`src/rtl/function_unmix_seq.sv`:
```
// Multi-cycle decoder for mixed-mode words: recovers x (and y for interleave) from an encoded word.
// One decode step per cycle; result held in DONE until the consumer takes it.
module function_unmix_seq #(
  parameter int WIDTH = 8
) (
  input  logic             clk,
  input  logic             rst,
  input  logic             in_valid,
  output logic             in_ready,
  input  logic [WIDTH-1:0] in_data,
  input  logic [WIDTH-1:0] in_y,
  input  logic [1:0]       in_mode,
  output logic             out_valid,
  input  logic             out_ready,
  output logic [WIDTH-1:0] out_x,
  output logic [WIDTH-1:0] out_y,
  output logic             out_err
);

  localparam int HALF = WIDTH / 2;
  localparam int CW   = (HALF > 1) ? $clog2(HALF) : 1;
  localparam logic [CW-1:0] LAST = CW'(HALF - 1);

  localparam logic [1:0] MODE_ADD   = 2'b00;
  localparam logic [1:0] MODE_ILV   = 2'b01;
  localparam logic [1:0] MODE_SHIFT = 2'b10;

  typedef enum logic [1:0] {S_IDLE, S_BUSY, S_DONE} state_t;

  state_t           state_q, state_d;
  logic [WIDTH-1:0] data_q, data_d;
  logic [WIDTH-1:0] yin_q, yin_d;
  logic [1:0]       mode_q, mode_d;
  logic [WIDTH-1:0] x_q, x_d;
  logic [WIDTH-1:0] y_q, y_d;
  logic             err_q, err_d;
  logic [CW-1:0]    cnt_q, cnt_d;

  always_ff @(posedge clk) begin
    if (rst) begin
      state_q <= S_IDLE;
      data_q  <= '0;
      yin_q   <= '0;
      mode_q  <= '0;
      x_q     <= '0;
      y_q     <= '0;
      err_q   <= 1'b0;
      cnt_q   <= '0;
    end else begin
      state_q <= state_d;
      data_q  <= data_d;
      yin_q   <= yin_d;
      mode_q  <= mode_d;
      x_q     <= x_d;
      y_q     <= y_d;
      err_q   <= err_d;
      cnt_q   <= cnt_d;
    end
  end

  always_comb begin
    state_d = state_q;
    data_d  = data_q;
    yin_d   = yin_q;
    mode_d  = mode_q;
    x_d     = x_q;
    y_d     = y_q;
    err_d   = err_q;
    cnt_d   = cnt_q;

    case (state_q)
      S_IDLE: begin
        if (in_valid) begin
          data_d  = in_data;
          yin_d   = in_y;
          mode_d  = in_mode;
          x_d     = '0;
          y_d     = '0;
          err_d   = 1'b0;
          cnt_d   = '0;
          state_d = S_BUSY;
        end
      end
      S_BUSY: begin
        case (mode_q)
          MODE_ADD: begin
            x_d     = data_q - yin_q;
            state_d = S_DONE;
          end
          MODE_ILV: begin
            // Step cnt_q de-interleaves bit pair cnt_q into bit cnt_q of x and y.
            for (int i = 0; i < HALF; i++) begin
              if (cnt_q == CW'(i)) begin
                x_d[i] = data_q[2*i];
                y_d[i] = data_q[2*i+1];
              end
            end
            if (cnt_q == LAST) state_d = S_DONE;
            else               cnt_d   = cnt_q + CW'(1);
          end
          MODE_SHIFT: begin
            x_d     = data_q >> 1;
            state_d = S_DONE;
          end
          default: begin
            err_d   = 1'b1;
            state_d = S_DONE;
          end
        endcase
      end
      S_DONE: begin
        if (out_ready) state_d = S_IDLE;
      end
      default: state_d = S_IDLE;
    endcase
  end

  assign in_ready  = (state_q == S_IDLE);
  assign out_valid = (state_q == S_DONE);
  assign out_x     = x_q;
  assign out_y     = y_q;
  assign out_err   = err_q;

endmodule
```
`config.mk`:
```
export PLATFORM = sky130hd
export DESIGN_NAME = function_unmix_seq
export DESIGN_NICKNAME = d
export VERILOG_FILES = /design/src/rtl/function_unmix_seq.sv
export SDC_FILE = /design/constraint.sdc
export NUM_CORES = 1
export LEC_CHECK = 0
export ABC_AREA = 1
export CAP_MARGIN = 0
export CORE_MARGIN = 4
export CORE_UTILIZATION = 52
export DETAILED_ROUTE_END_ITERATION = 10
export PLACE_DENSITY = 0.82
export SLEW_MARGIN = 20
export SYNTH_ARGS = -nofsm -noshare
export SYNTH_HDL_FRONTEND = slang
export SYNTH_SLANG_ARGS = --single-unit
```
`constraint.sdc`:
```
create_clock -name clk -period 2.04 [get_ports clk]
set_input_delay 0.408 -clock clk [delete_from_list [all_inputs] [get_ports clk]]
set_output_delay 0.408 -clock clk [all_outputs]
set_load 0.02 [all_outputs]
```
Yosys cells after proc, flatten, opt, wreduce, memory -nomap -nowiden

Cells that the tools add are included.

Word-level logic and storage cells: 84
Output and inout port bits: 19
Register bits: 35
Input bits: 22

Mux-type cells: 27
Equality and inequality tests: 22
Reduce and logical (&&, ||, !) cells: 18
Add/sub/neg operators: 2

Operators with widths:

| cell                | count |
|---|---|
| $reduce_and 4->1    | 9 |
| $pmux 4 s2          | 2 |
| $pmux 8 s2          | 1 |
| $mux 2              | 7 |
| $ne 2x2->1 const B  | 7 |
| $ne 3x3->1 const B  | 4 |
| $pmux 4 s3          | 1 |
| $mux 1              | 10 |
| $reduce_and 3->1    | 3 |
| $eq 2x2->1 const B  | 4 |
| $mux 4              | 2 |
| $mux 8              | 1 |
| $sub 8x8->8         | 1 |
| $eq 2x1->1 const B  | 3 |
| $logic_not 2->1     | 3 |
| $pmux 2 s3          | 1 |
| $ne 2x1->1 const B  | 2 |
| $ne 4x1->1 const B  | 1 |
| $pmux 2 s2          | 1 |
| $ne 3x1->1 const B  | 1 |
| $reduce_or 3->1     | 1 |
| $add 2x1->2 const B | 1 |
| $pmux 1 s2          | 1 |
| $reduce_and 2->1    | 1 |
| $reduce_bool 2->1   | 1 |

Logic depth before layout (Yosys ltp)

Depth after elaboration: 4
Mapped depth: 12
Mapped depth without buffers: 12

Least setup slack after synthesis

No wires, ideal clock.

Path kind: register to register
Start: reg data_q[0]
End: reg x_q[2] (netlist: out_x[2])
Slack: 0.520 ns
Stages on the path, launching flop included: 12
Path buffers: 0
Setup time: 0.070 ns
Clock period less this slack: 1.520 ns
Required time: 1.970 ns
Data arrival time: 1.450 ns
Path through: dfxtp_1 > inv_1 > ha_1 > inv_1 > fa_1 > nand2_1 > inv_1 > o21ai_0 > nand2_1 > nor2_1 > o21ai_1 > a21oi_1

Longest elaborated chain between the ends: 3

RTL lines:

| item                     | RTL line | text |
|---|---|---|
| start: declaration       | 31       | `logic [WIDTH-1:0] data_q, data_d;` |
| start signal: assignment | 51       | `data_q <= data_d;` |
| $sub 8x8->8              | 87       | `x_d = data_q - yin_q;` |
| $pmux 4 s3               | 85       | `case (mode_q)` |
| $pmux 8 s2               | 71       | `case (state_q)` |
| end signal: assignment   | 45       | `x_q <= '0;` |
| end signal: assignment   | 54       | `x_q <= x_d;` |
| end: declaration         | 34       | `logic [WIDTH-1:0] x_q, x_d;` |

No other way between the ends.
A chain may end at the register's enable or synchronous reset.

Worst setup path in the final report

Start: reg state_q[1]
End: out out_valid

Longest elaborated chain between the ends: 1

RTL lines:

| item                     | RTL line | text |
|---|---|---|
| start: declaration       | 30       | `state_t state_q, state_d;` |
| start signal: assignment | 50       | `state_q <= state_d;` |
| $eq 2x2->1               | 119      | `assign out_valid = (state_q == S_DONE);` |
| end: declaration         | 13       | `output logic out_valid,` |

No other way between the ends.

==> flow_summary.toml <==
[run_status]
status = "completed"

[critical_path]
critPathKind = "reg2out"
start_kind = "flop"
r2r_end = "out_x[2]$_SDFFE_PP0P_"
cp-end-kind = "output pin"
path_max_fanout = 3
crit_path_cell_trace = "inv_2 -> nor2_1 -> clkdlybuf4s50_1"
max_stage_delay_ps = 620
reg2reg_from = "data_q[0]$_SDFFE_PP0P_"
worstPathArrival_ps = 1550
crit_family = "buffers and inverters"
rrSetupSlack_ps = 300
path_buf_inv = 2
r2r_cells = 11
cp_slowest_cell = "clkdlybuf4s50_1"
cp.required_ps = 1630

[route]
first_iter_violations = 84
vias = 1904
dr.pass1.iters = 4
routed_via_density = 4.945
drtAntennaViolNets = 0
wl_met1_um = 2129
wl_per_cell_um = 11.82
wl_met2_um = 2083
drc = 0
wl_met3_um = 260
wirelength_um = 4549
top_layer_used = "met4"

[synth]
synth_edf_count = 0
synth.most_common_cell = "nand2_1"
ys_warn_count = 0
yosysSeqAreaShare = 0.3252
synth_flop_cell = "dfxtp_1"
netlist_top_cells_count = "nand2_1, inv_1, dfxtp_1"
ys_types = 31
synth-async-reset-ratio = 0
syn_avg_cell_area_um2 = 7.206
yosysTopAreaCellShare = 0.3252
post-synth-top-area-cell = "dfxtp_1"
netlist_instances = 299
ys_seq_elements = 35
synthTopCellsByArea = "dfxtp_1, nand2_1, ha_1"
syn-cell-area_um2 = 2155

[finish]
nFillCells = 366
drive_above_1_share = 0.1045
syn_to_final_growth_pct = 20.33
final_nets = 374
num_antenna_cells = 0

[pwr]
share_comb_of_total_power = 0.323
swShare = 0.3430
share_seq_of_total_power = 0.410
peakVddDrop_mv = 0.4505
p_int_mw = 1.255
power_density_nw_per_um2 = 736.8
power_frac_clock = 0.267
switchingPower_uw = 655.2
leakagePower_nw = 1.172

[worst_hold_path]
min_from = "out_x[6]$_SDFFE_PP0P_"
hold_path_end = "out_x[6]$_SDFFE_PP0P_"
hold_class = "reg2reg"
min_path_cells = 2

[clocking]
cts_hold_buf = 0
path_clk_slew_ps = 70
post_cts_resized = 0
cts_tree = "built"
cts.sinks = 35
insertion_delay_ps = 290
cts_max_level = 2
clockBufferDepth = 2
cts_buffers = 5
root_buffer = "clkbuf_8"
post_cts_buffers = 0

[global_routing]
grt_max_degree = 25
grt_pass1_wl_um = 7893
first_global_vias = 1753
grt_use_total = 0.1893
grt_overflow_total = 0
antenna_found_initial = 0

[timing]
setup_violations = 0
tightest_slew_ps = 546.7
timing.final.crit_period_ps = 1956
rsz0062_at_grt = "false"
period_share = 0.9589
whs_ps = 463.1
hold_violations = 0
timing.fmax_mhz = 511.2
fin_setup_tns_ps = 0
skew_ps = 5.472
maxSlewViolCount = 0
slew_headroom = 0.6351

[die]
dieWidth_um = 72.37
core_area_um2 = 4000
ios = 41
row_count = 23
dieHeight_um = 72.37
dieArea_um2 = 5237
initial_core_util = 0.5386

[job]
drv_cap = 0

[place]
hpwl_um = 3564
io_buffer_count = 36
gp_congestion = 0.9222
-- worst max path at each step --
stage	slack, ps	endpoint	cells after the start	from
floorplan	520	out_x[2]$_SDFFE_PP0P_	11	data_q[0]$_SDFFE_PP0P_
global placement	250	out_y[0]$_SDFFE_PP0P_	8	in_valid
detailed placement	210	out_y[2]$_SDFFE_PP0P_	8	in_valid
CTS	70	out_valid	3	state_q[1]$_SDFFE_PP0P_
global route	9	out_valid	3	state_q[1]$_SDFFE_PP0P_
finish	80	out_valid	3	state_q[1]$_SDFFE_PP0P_
-- sequential cells by signal, summed over array words and instances, names as in the netlist --
name	cells
cnt_q	2
data_q	8
mode_q	2
out_err	1
out_x	8
out_y	4
state_q	2
yin_q	8
-- power groups by stage --
| stage | Combinational (mW) | Clock (mW) | Sequential [mW] |
|---|---|---|---|
| after global routing | 0.704 | 0.557 | 0.790 |
| final | 0.617 | 0.511 | 0.783 |
| after global placement | 0.602 | 0 | 0.796 |
| after detailed placement | 0.613 | 0 | 0.798 |
| after floorplan | 0.436 | 0 | 0.812 |
| after CTS | 0.617 | 0.524 | 0.783 |
-- through the flow --
step / total power [mW] / setup slack, ps / cells / util / area, um^2
floorplan: 1.248 / 519.9 / 302 / - / 2166
global placement: 1.398 / 246.5 / 378 / 0.6262 / 2505
detailed placement: 1.412 / 210.4 / 378 / 0.6262 / 2505
CTS: 1.923 / 68.62 / 385 / 0.6481 / 2592
global route: 2.050 / 8.884 / 385 / 0.6481 / 2592
finish: 1.910 / 83.75 / 385 / 0.6481 / 2592
-- metal layers --
layer | up-vias | track usage
li1 | 1017 | -
met3 | 8 | 0.03740
met2 | 57 | 0.3074
met4 | 0 | 0.05533
met1 | 822 | 0.2549
met5 | - | 0
-- tightest hold or removal path: stages (launching register included) --
cell and delay, ps:
dfxtp_1 310, nand2_1 60, a21oi_1 50
-- layout make-up --
cell class | count | area [um^2] | area share
Timing Repair Buffer | 39 | 382.9 | 0.1477
Multi-Input combinational cell | 208 | 1186 | 0.4575
Clock buffer | 6 | 82.58 | 0.03185
Clock inverter | 1 | 5.005 | 0.001930
Tap cell | 50 | 62.56 | 0.02413
Sequential cell | 35 | 700.7 | 0.2703
Inverter | 46 | 172.7 | 0.06660
-- kinds of logic (layout without fill, tap and decap cells) --
group / after synthesis / after routing / share of synthesized area
compound gates: 71 / 71 / 0.1835
xor+xnor: 2 / 2 / 0.008132
fa+ha+maj: 17 / 17 / 0.1022
buf+inv: 59 / 92 / 0.1295
flops: 35 / 35 / 0.3252
other cells: 1 / 4 / 0.001740
simple gates: 114 / 114 / 0.2497
-- cell usage in the layout, fill, tap and decap left out --
cell type | synthesis | layout
a21oi_1 | 29 | 29
a21oi_2 | 3 | 3
and2_1 | 1 | 1
buf_4 | 7 | 3
clkbuf_8 | 0 | 6
clkdlybuf4s50_1 | 0 | 36
clkinv_1 | 1 | 1
clkinv_2 | 0 | 1
conb_1 | 1 | 4
dfxtp_1 | 35 | 35
fa_1 | 1 | 1
ha_1 | 16 | 16
inv_1 | 42 | 42
inv_2 | 3 | 3
nand2_1 | 55 | 55
nand2_4 | 5 | 5
nand3_1 | 13 | 13
nand3_2 | 1 | 1
nand3_4 | 1 | 1
nand4_1 | 1 | 1
nor2_1 | 32 | 32
nor2_2 | 2 | 2
nor2_4 | 1 | 1
nor2_8 | 1 | 1
o211ai_1 | 1 | 1
o21ai_0 | 21 | 21
o21ai_1 | 10 | 10
o21ai_2 | 7 | 7
or2_2 | 1 | 1
xor2_1 | 2 | 2
No activity file was read; power rests on OpenSTA's default activity.
